===== src/rtl/usb_rx_packet_buffer_if.sv =====
// Receive-side bus of the USB packet buffer. It carries the byte stream from the
// ULPI protocol FSM, the consumer read port and the packet status flags.
interface usb_rx_packet_buffer_if #(
    parameter int LEN_W = 10
);
    logic             new_byte;
    logic [7:0]       byte_in;
    logic             rx_active;
    logic             rd_en;
    logic             pkt_ready;
    logic [LEN_W-1:0] pkt_len;
    logic [7:0]       rd_data;
    logic             rd_valid;
    logic             overflow;
    logic             pkt_dropped;
    logic             busy;

    // The buffer is the slave: it takes bytes and read requests, and returns status and data.
    modport slave (
        input  new_byte, byte_in, rx_active, rd_en,
        output pkt_ready, pkt_len, rd_data, rd_valid, overflow, pkt_dropped, busy
    );

    // The master is the receive path and consumer side, which drives bytes and read requests.
    modport master (
        output new_byte, byte_in, rx_active, rd_en,
        input  pkt_ready, pkt_len, rd_data, rd_valid, overflow, pkt_dropped, busy
    );
endinterface


===== src/rtl/usb_rx_packet_buffer.sv =====
// USB receive packet buffer. It captures one packet into a byte RAM while
// rx_active is high, then holds that packet for byte-serial readout. A packet
// that arrives while the buffer still holds one is discarded.
//
// state   | meaning
// --------+-----------------------------------------------------------
// IDLE    | empty, waiting for rx_active
// COLLECT | storing incoming bytes (excess bytes set overflow)
// READY   | packet held, consumer reading
// DROP    | new receive while occupied: ignore its bytes, keep held packet
module usb_rx_packet_buffer #(
    parameter int DEPTH  = 512,
    parameter int ADDR_W = 9,
    parameter int LEN_W  = 10
) (
    input logic                 clk,
    input logic                 rst,
    usb_rx_packet_buffer_if.slave bus
);
    typedef enum logic [1:0] {S_IDLE, S_COLLECT, S_READY, S_DROP} state_t;

    localparam logic [LEN_W-1:0] DEPTH_L = LEN_W'(DEPTH);

    state_t           state_q, state_d;
    logic [LEN_W-1:0] wr_cnt_q, wr_cnt_d;
    logic [LEN_W-1:0] rd_ptr_q, rd_ptr_d;
    logic [LEN_W-1:0] pkt_len_q, pkt_len_d;
    logic [7:0]       rd_data_q, rd_data_d;
    logic             rd_valid_q, rd_valid_d;
    logic             overflow_q, overflow_d;
    logic             dropped_q, dropped_d;

    logic [7:0]       mem_q [DEPTH];
    logic             mem_we;
    logic [ADDR_W-1:0] mem_waddr;

    logic             wr_room;
    logic             rd_ok;
    logic [LEN_W-1:0] rd_ptr_inc;
    logic [LEN_W-1:0] rd_ptr_next;
    logic [LEN_W-1:0] collect_final;

    // The write is never issued past DEPTH, so addresses never wrap.
    assign wr_room       = (wr_cnt_q < DEPTH_L);
    assign collect_final = (bus.new_byte && wr_room) ? wr_cnt_q + 1'b1 : wr_cnt_q;
    assign rd_ok         = bus.rd_en && (rd_ptr_q < pkt_len_q)
                           && (state_q == S_READY || state_q == S_DROP);
    assign rd_ptr_inc    = rd_ptr_q + 1'b1;
    assign rd_ptr_next   = rd_ok ? rd_ptr_inc : rd_ptr_q;

    // State register.
    always_ff @(posedge clk or posedge rst) begin
        if (rst) state_q <= S_IDLE;
        else     state_q <= state_d;
    end

    // Next-state logic. A new receive while READY takes priority over finishing the readout.
    always_comb begin
        state_d = state_q;
        case (state_q)
            S_IDLE:    if (bus.rx_active) state_d = S_COLLECT;
            S_COLLECT: if (!bus.rx_active) state_d = (collect_final == '0) ? S_IDLE : S_READY;
            S_READY: begin
                if (bus.rx_active)                        state_d = S_DROP;
                else if (rd_ok && rd_ptr_inc == pkt_len_q) state_d = S_IDLE;
            end
            S_DROP:    if (!bus.rx_active) state_d = (rd_ptr_next != pkt_len_q) ? S_READY : S_IDLE;
            default:   state_d = S_IDLE;
        endcase
    end

    // State-decoded outputs. pkt_ready stays high in DROP only while unread bytes remain.
    always_comb begin
        bus.busy      = (state_q == S_COLLECT) || (state_q == S_READY);
        bus.pkt_ready = (state_q == S_READY)
                        || ((state_q == S_DROP) && (rd_ptr_q != pkt_len_q));
    end

    // Datapath next values: counters, length latch, sticky overflow and the read port.
    always_comb begin
        wr_cnt_d   = wr_cnt_q;
        rd_ptr_d   = rd_ptr_q;
        pkt_len_d  = pkt_len_q;
        overflow_d = overflow_q;
        rd_data_d  = rd_data_q;
        rd_valid_d = 1'b0;
        dropped_d  = 1'b0;
        mem_we     = 1'b0;
        mem_waddr  = wr_cnt_q[ADDR_W-1:0];
        case (state_q)
            S_IDLE: begin
                wr_cnt_d  = '0;
                rd_ptr_d  = '0;
                pkt_len_d = '0;
                if (bus.rx_active) begin
                    overflow_d = 1'b0;
                    if (bus.new_byte) begin
                        mem_we    = 1'b1;
                        mem_waddr = '0;
                        wr_cnt_d  = LEN_W'(1);
                    end
                end
            end
            S_COLLECT: begin
                if (bus.new_byte) begin
                    if (wr_room) begin
                        mem_we   = 1'b1;
                        wr_cnt_d = wr_cnt_q + 1'b1;
                    end else begin
                        overflow_d = 1'b1;
                    end
                end
                if (!bus.rx_active) pkt_len_d = collect_final;
            end
            S_READY, S_DROP: begin
                if (rd_ok) begin
                    rd_data_d  = mem_q[rd_ptr_q[ADDR_W-1:0]];
                    rd_valid_d = 1'b1;
                    rd_ptr_d   = rd_ptr_inc;
                end
                if (state_q == S_READY && bus.rx_active) dropped_d = 1'b1;
            end
            default: ;
        endcase
    end

    // Datapath registers. A reset discards any packet in progress.
    always_ff @(posedge clk or posedge rst) begin
        if (rst) begin
            wr_cnt_q   <= '0;
            rd_ptr_q   <= '0;
            pkt_len_q  <= '0;
            overflow_q <= 1'b0;
            rd_data_q  <= '0;
            rd_valid_q <= 1'b0;
            dropped_q  <= 1'b0;
        end else begin
            wr_cnt_q   <= wr_cnt_d;
            rd_ptr_q   <= rd_ptr_d;
            pkt_len_q  <= pkt_len_d;
            overflow_q <= overflow_d;
            rd_data_q  <= rd_data_d;
            rd_valid_q <= rd_valid_d;
            dropped_q  <= dropped_d;
        end
    end

    // Byte RAM write port. The contents are not reset.
    always_ff @(posedge clk) begin
        if (mem_we) mem_q[mem_waddr] <= bus.byte_in;
    end

    assign bus.pkt_len     = pkt_len_q;
    assign bus.rd_data     = rd_data_q;
    assign bus.rd_valid    = rd_valid_q;
    assign bus.overflow    = overflow_q;
    assign bus.pkt_dropped = dropped_q;
endmodule


===== src/flat_wrapper.sv =====
// flat-port wrapper written by rule: the top's interface ports become plain ports
module usb_rx_packet_buffer_flat 
#(
    parameter int DEPTH  = 512,
    parameter int ADDR_W = 9,
    parameter int LEN_W  = 10
)
  (clk, rst, bus_new_byte, bus_byte_in, bus_rx_active, bus_rd_en, bus_pkt_ready, bus_pkt_len, bus_rd_data, bus_rd_valid, bus_overflow, bus_pkt_dropped, bus_busy);
  usb_rx_packet_buffer_if #(.LEN_W(LEN_W)) bus_i ();
  input logic clk;
  input logic rst;
  input wire logic [$bits(bus_i.new_byte)-1:0] bus_new_byte;
  input wire logic [$bits(bus_i.byte_in)-1:0] bus_byte_in;
  input wire logic [$bits(bus_i.rx_active)-1:0] bus_rx_active;
  input wire logic [$bits(bus_i.rd_en)-1:0] bus_rd_en;
  output wire logic [$bits(bus_i.pkt_ready)-1:0] bus_pkt_ready;
  output wire logic [$bits(bus_i.pkt_len)-1:0] bus_pkt_len;
  output wire logic [$bits(bus_i.rd_data)-1:0] bus_rd_data;
  output wire logic [$bits(bus_i.rd_valid)-1:0] bus_rd_valid;
  output wire logic [$bits(bus_i.overflow)-1:0] bus_overflow;
  output wire logic [$bits(bus_i.pkt_dropped)-1:0] bus_pkt_dropped;
  output wire logic [$bits(bus_i.busy)-1:0] bus_busy;
  assign bus_i.new_byte = bus_new_byte;
  assign bus_i.byte_in = bus_byte_in;
  assign bus_i.rx_active = bus_rx_active;
  assign bus_i.rd_en = bus_rd_en;
  assign bus_pkt_ready = bus_i.pkt_ready;
  assign bus_pkt_len = bus_i.pkt_len;
  assign bus_rd_data = bus_i.rd_data;
  assign bus_rd_valid = bus_i.rd_valid;
  assign bus_overflow = bus_i.overflow;
  assign bus_pkt_dropped = bus_i.pkt_dropped;
  assign bus_busy = bus_i.busy;
  usb_rx_packet_buffer #(.DEPTH(DEPTH), .ADDR_W(ADDR_W), .LEN_W(LEN_W)) u_core (.clk(clk), .rst(rst), .bus(bus_i));
endmodule

===== config.mk =====
export PLATFORM = sky130hd
export DESIGN_NAME = usb_rx_packet_buffer_flat
export DESIGN_NICKNAME = d
export VERILOG_FILES = /design/src/rtl/usb_rx_packet_buffer_if.sv /design/src/rtl/usb_rx_packet_buffer.sv /design/src/flat_wrapper.sv
export SDC_FILE = /design/constraint.sdc
export NUM_CORES = 2
export LEC_CHECK = 0
export CAP_MARGIN = 15
export CELL_PAD_IN_SITES_DETAIL_PLACEMENT = 1
export CELL_PAD_IN_SITES_GLOBAL_PLACEMENT = 2
export CORE_ASPECT_RATIO = 0.7
export CORE_MARGIN = 4
export CORE_UTILIZATION = 44
export CTS_CLUSTER_DIAMETER = 50
export CTS_CLUSTER_SIZE = 28
export DETAILED_ROUTE_END_ITERATION = 10
export GPL_ROUTABILITY_DRIVEN = 0
export GPL_TIMING_DRIVEN = 0
export PLACE_DENSITY_LB_ADDON = 0.1
export SYNTH_ARGS = -nofsm -noshare
export SYNTH_HDL_FRONTEND = slang
export SYNTH_SLANG_ARGS = --single-unit

===== constraint.sdc =====
create_clock -name clk -period 6.41 [get_ports clk]
set_input_delay 1.282 -clock clk [delete_from_list [all_inputs] [get_ports clk]]
set_output_delay 1.282 -clock clk [all_outputs]
set_load 0.02 [all_outputs]

==> impl_metrics.csv <==
group,metric,value,unit
clocking,cts_made_buffers,335,
synth,synth_area_per_cell,20.6,um2
worst_setup_path,worstSetupEndpointType,"flop",
power,swShare,25.1,%
die,initial_core_util,44.3,%
route,drt_pass1_iterations,6,
route,drt_iter0_drc,19600,
power,seqPwrFrac,53.7,%
grt,grt_pass1_wl,910000,um
clocking,cts_hold_buf,0,
timing,setup_tns,-1.85,ns
timing,tightest_slew,1.34,ns
finish,num-fill-cells,32600,
die,die_y,517,um
route,viasPerCell,6.97,
die,core,0.368,mm2
clocking,clkLatencyLatePin,0.98,ns
synth,syn_nets,7952,
clocking,cts_root_buf,"clkbuf_16",
clocking,clk_pin_slew,0.08,ns
power,p_leak,55.4,nW
die,die_area,0.380,mm2
synth,synth_top_family_by_area,"multiplexers",
timing,rsz0062_at_grt,"false",
min_path,hp-class,"flop to flop",
power,pwr-share-clk,40.9,%
worst_setup_path,reg2reg_setup_slack,-0.33,ns
timing,max_freq,148,MHz
finish,area_growth,13.1,%
synth,ys.flop_type,"edfxtp_1",
route,routed.top_layer,"met5",
route,routed_wirelength,712000,um
finish,layout_commonest_cell,"edfxtp_1",
die,rows,186,
synth,synth_cells,7922,
power,internal-power,0.0417,W
job,drv_cap,0,
synth,synth_seq_cells,4139,
power,power.density,302,mW/mm2
synth,synthArstFlopShare,1.04,%
grt,antenna_found_initial,95,
synth,synth_area,0.163,mm2
power,p_comb_share,5.3,%
finish,final_cell_mix,"edfxtp_1 (4096), mux4_2 (871), nor2_1 (668), clkbuf_16 (341), mux2i_1 (337)",
timing,drv_slew,0,
power,power.switching,0.0140,W
finish,nets,8453,
synth,synth-adder-area-share,0.131,%
synth,synth-compound-area-share,2.71,%
finish,fin_util,50.1,%
power,ir_drop,0.000285,V
synth,yosysUniqueCellTypes,95,
timing,relSlewSlack,8.17,%
timing,setup_ws,-0.334,ns
synth,synth_xor_xnor_area_share,0.143,%
grt,grt_pass1_vias,88600,
grt,grtUsageTotal,37.2,%
timing,skew,0.0831,ns
outcome,violations,"negative setup slack",
synth,muxShareOfSynthArea,15.4,%
worst_setup_path,cp.required,7.26,ns
timing,setup_viol,8,
route,m1WireLength,273000,um
placed_design,dp_cells,13000,
synth,ys.warnings.count,0,
outcome,status,"complete, but fails checks",
route,routedWlPerCell,52.2,um
placed_design,io_buffer_count,35,
route,drc_errors,0,
route,dr_wl_met2,281000,um
worst_setup_path,cp_max_fo,11,
die,ios,36,
synth,ys_seq_area_share,76.2,%
finish,final_cells,13600,
grt,grt_max_degree,164,
clocking,clk_path_buf_depth,4,
clocking,cts_tree,"yes",
placed_design,dpl.hpwl,501000,um
clocking,cts_sinks,4139,
timing,hold_violations,0,
grt,overflow,0,
worst_setup_path,startpoint_type,"flop",
timing,period_needed,6.74,ns
synth,synth_edf_count,4096,
clocking,htreeDepth,5,
synth,synth-simple-area-share,3.49,%
route,ant_nets,0,
die,fp.dieW,735,um
route,wl_met3,118000,um
worst_setup_path,critPathKind,"flop to flop",
timing,period_share,105,%
route,vias,95200,
worst_setup_path,cp_data_arrival_time,7.60,ns
finish,drive_gt1_share,23.3,%
[power by group through the flow]
stage / clock, W / combinational [W] / sequential [W]
2_1_floorplan: 0 / 0.00104 / 0.0305
3_5_place_dp: 0 / 0.00284 / 0.0305
4_1_cts: 0.0228 / 0.00285 / 0.0299
6_report: 0.0228 / 0.00298 / 0.0299
5_1_grt: 0.0240 / 0.00299 / 0.0299
3_3_place_gp: 0 / 0.00265 / 0.0312
[final timing paths]
kind                                      from               endpoint  depth (start not counted)
min reg2reg                u_core.bus.overflow    u_core.bus.overflow                          2
min                        u_core.bus.overflow    u_core.bus.overflow                          2
min in group asynchronous                  rst    u_core.bus.rd_valid                          2
max in group asynchronous                  rst  u_core.bus.rd_data[6]                          3
max                         u_core.rd_ptr_q[1]  u_core.bus.rd_data[4]                         11
max reg2reg                 u_core.rd_ptr_q[1]  u_core.bus.rd_data[4]                         11
[flip-flops by register name, summed over array words and instances, names as in the netlist]
signal / cells
u_core.rd_ptr_q: 10
u_core.bus.pkt_len: 10
u_core.mem_q: 4096
u_core.bus.rd_valid: 1
u_core.state_q: 2
u_core.wr_cnt_q: 10
u_core.bus.overflow: 1
u_core.bus.rd_data: 8
u_core.bus.pkt_dropped: 1
[per-layer routing]
metal / vias to the layer above / track usage, %
met5: - / 0
li1: 34000 / -
met4: 38 / 17.2
met2: 7783 / 48.7
met1: 52000 / 51.8
met3: 1350 / 18.1
[through the flow]
stage / setup WS, ns / power (W) / area (um2) / hold WS, ns
3_5_place_dp: -0.844 / 0.0334 / 172000 / 0.537
6_report: -0.334 / 0.0557 / 184000 / 0.540
3_3_place_gp: -12.87 / 0.0339 / 169000 / 0.530
5_1_grt: 0.0448 / 0.0569 / 184000 / 0.592
4_1_cts: 0.0393 / 0.0556 / 184000 / 0.549
2_1_floorplan: 2.94 / 0.0315 / 163000 / 0.494
[cell families after synthesis]
family | after synthesis
AO/OA/AOI/OAI | 643
AND/OR/NAND/NOR | 1291
multiplexers | 1301
buffers and inverters | 506
flip-flops | 4139
XOR/XNOR | 25
adder cells (fa/ha/maj) | 17
[repair_timing]
action | CTS | global route
setup endpoints to repair | 9 | 1
pin swaps | 0 | 0
gates resized for setup | 15 | 0
buffers inserted | 3 | 0
[area by class of cell]
| cell class | count | area (um2) | area share (%) |
|---|---|---|---|
| buffer | 477 | 3260 | 1.77 |
| multi-input combinational | 3277 | 35700 | 19.4 |
| clock buffer | 358 | 8610 | 4.67 |
| timing repair buffer | 168 | 3000 | 1.63 |
| clock inverter | 258 | 3300 | 1.79 |
| sequential | 4139 | 124000 | 67.3 |
| inverter | 25 | 101 | 0.0550 |
| tap | 4888 | 6120 | 3.32 |
| antenna | 57 | 143 | 0.0774 |
[synth_stat cells (21+ instances only)]
| library cell | n | area share, % |
|---|---|---|
| edfxtp_1 | 4096 | 76 |
| mux4_2 | 871 | 12 |
| nor2_1 | 672 | 1.5 |
| mux2i_1 | 337 | 2.1 |
| nand2_1 | 262 | 0.60 |
| clkbuf_1 | 185 | 0.43 |
| o22ai_1 | 136 | 0.52 |
| buf_2 | 117 | 0.36 |
| a21oi_1 | 90 | 0.28 |
| o21ai_0 | 83 | 0.26 |
| a22oi_1 | 81 | 0.37 |
| nor3_1 | 73 | 0.22 |
| nand3_1 | 72 | 0.22 |
| buf_6 | 67 | 0.46 |
| mux4_1 | 66 | 1.1 |
| o221ai_1 | 53 | 0.28 |
| buf_4 | 51 | 0.24 |
| a211oi_1 | 45 | 0.21 |
| dfrtp_1 | 43 | 0.66 |
| nor4_1 | 40 | 0.15 |
| nand4_1 | 34 | 0.13 |
| o211ai_1 | 28 | 0.13 |
| mux2_2 | 27 | 0.19 |
| inv_1 | 23 | 0.053 |
| buf_8 | 21 | 0.19 |
[worst max-delay path, cell delays in order, from the launching register on]
cell	delay, ns
dfrtp_1	0.49
buf_4	0.38
buf_2	0.69
buf_4	0.62
buf_2	1.05
mux4_2	0.42
nor3_1	0.06
nor4_1	0.89
o211ai_1	0.33
nor4_2	0.75
nand4_1	0.57
o211ai_1	0.26
(Power assumes the default switching activity.)
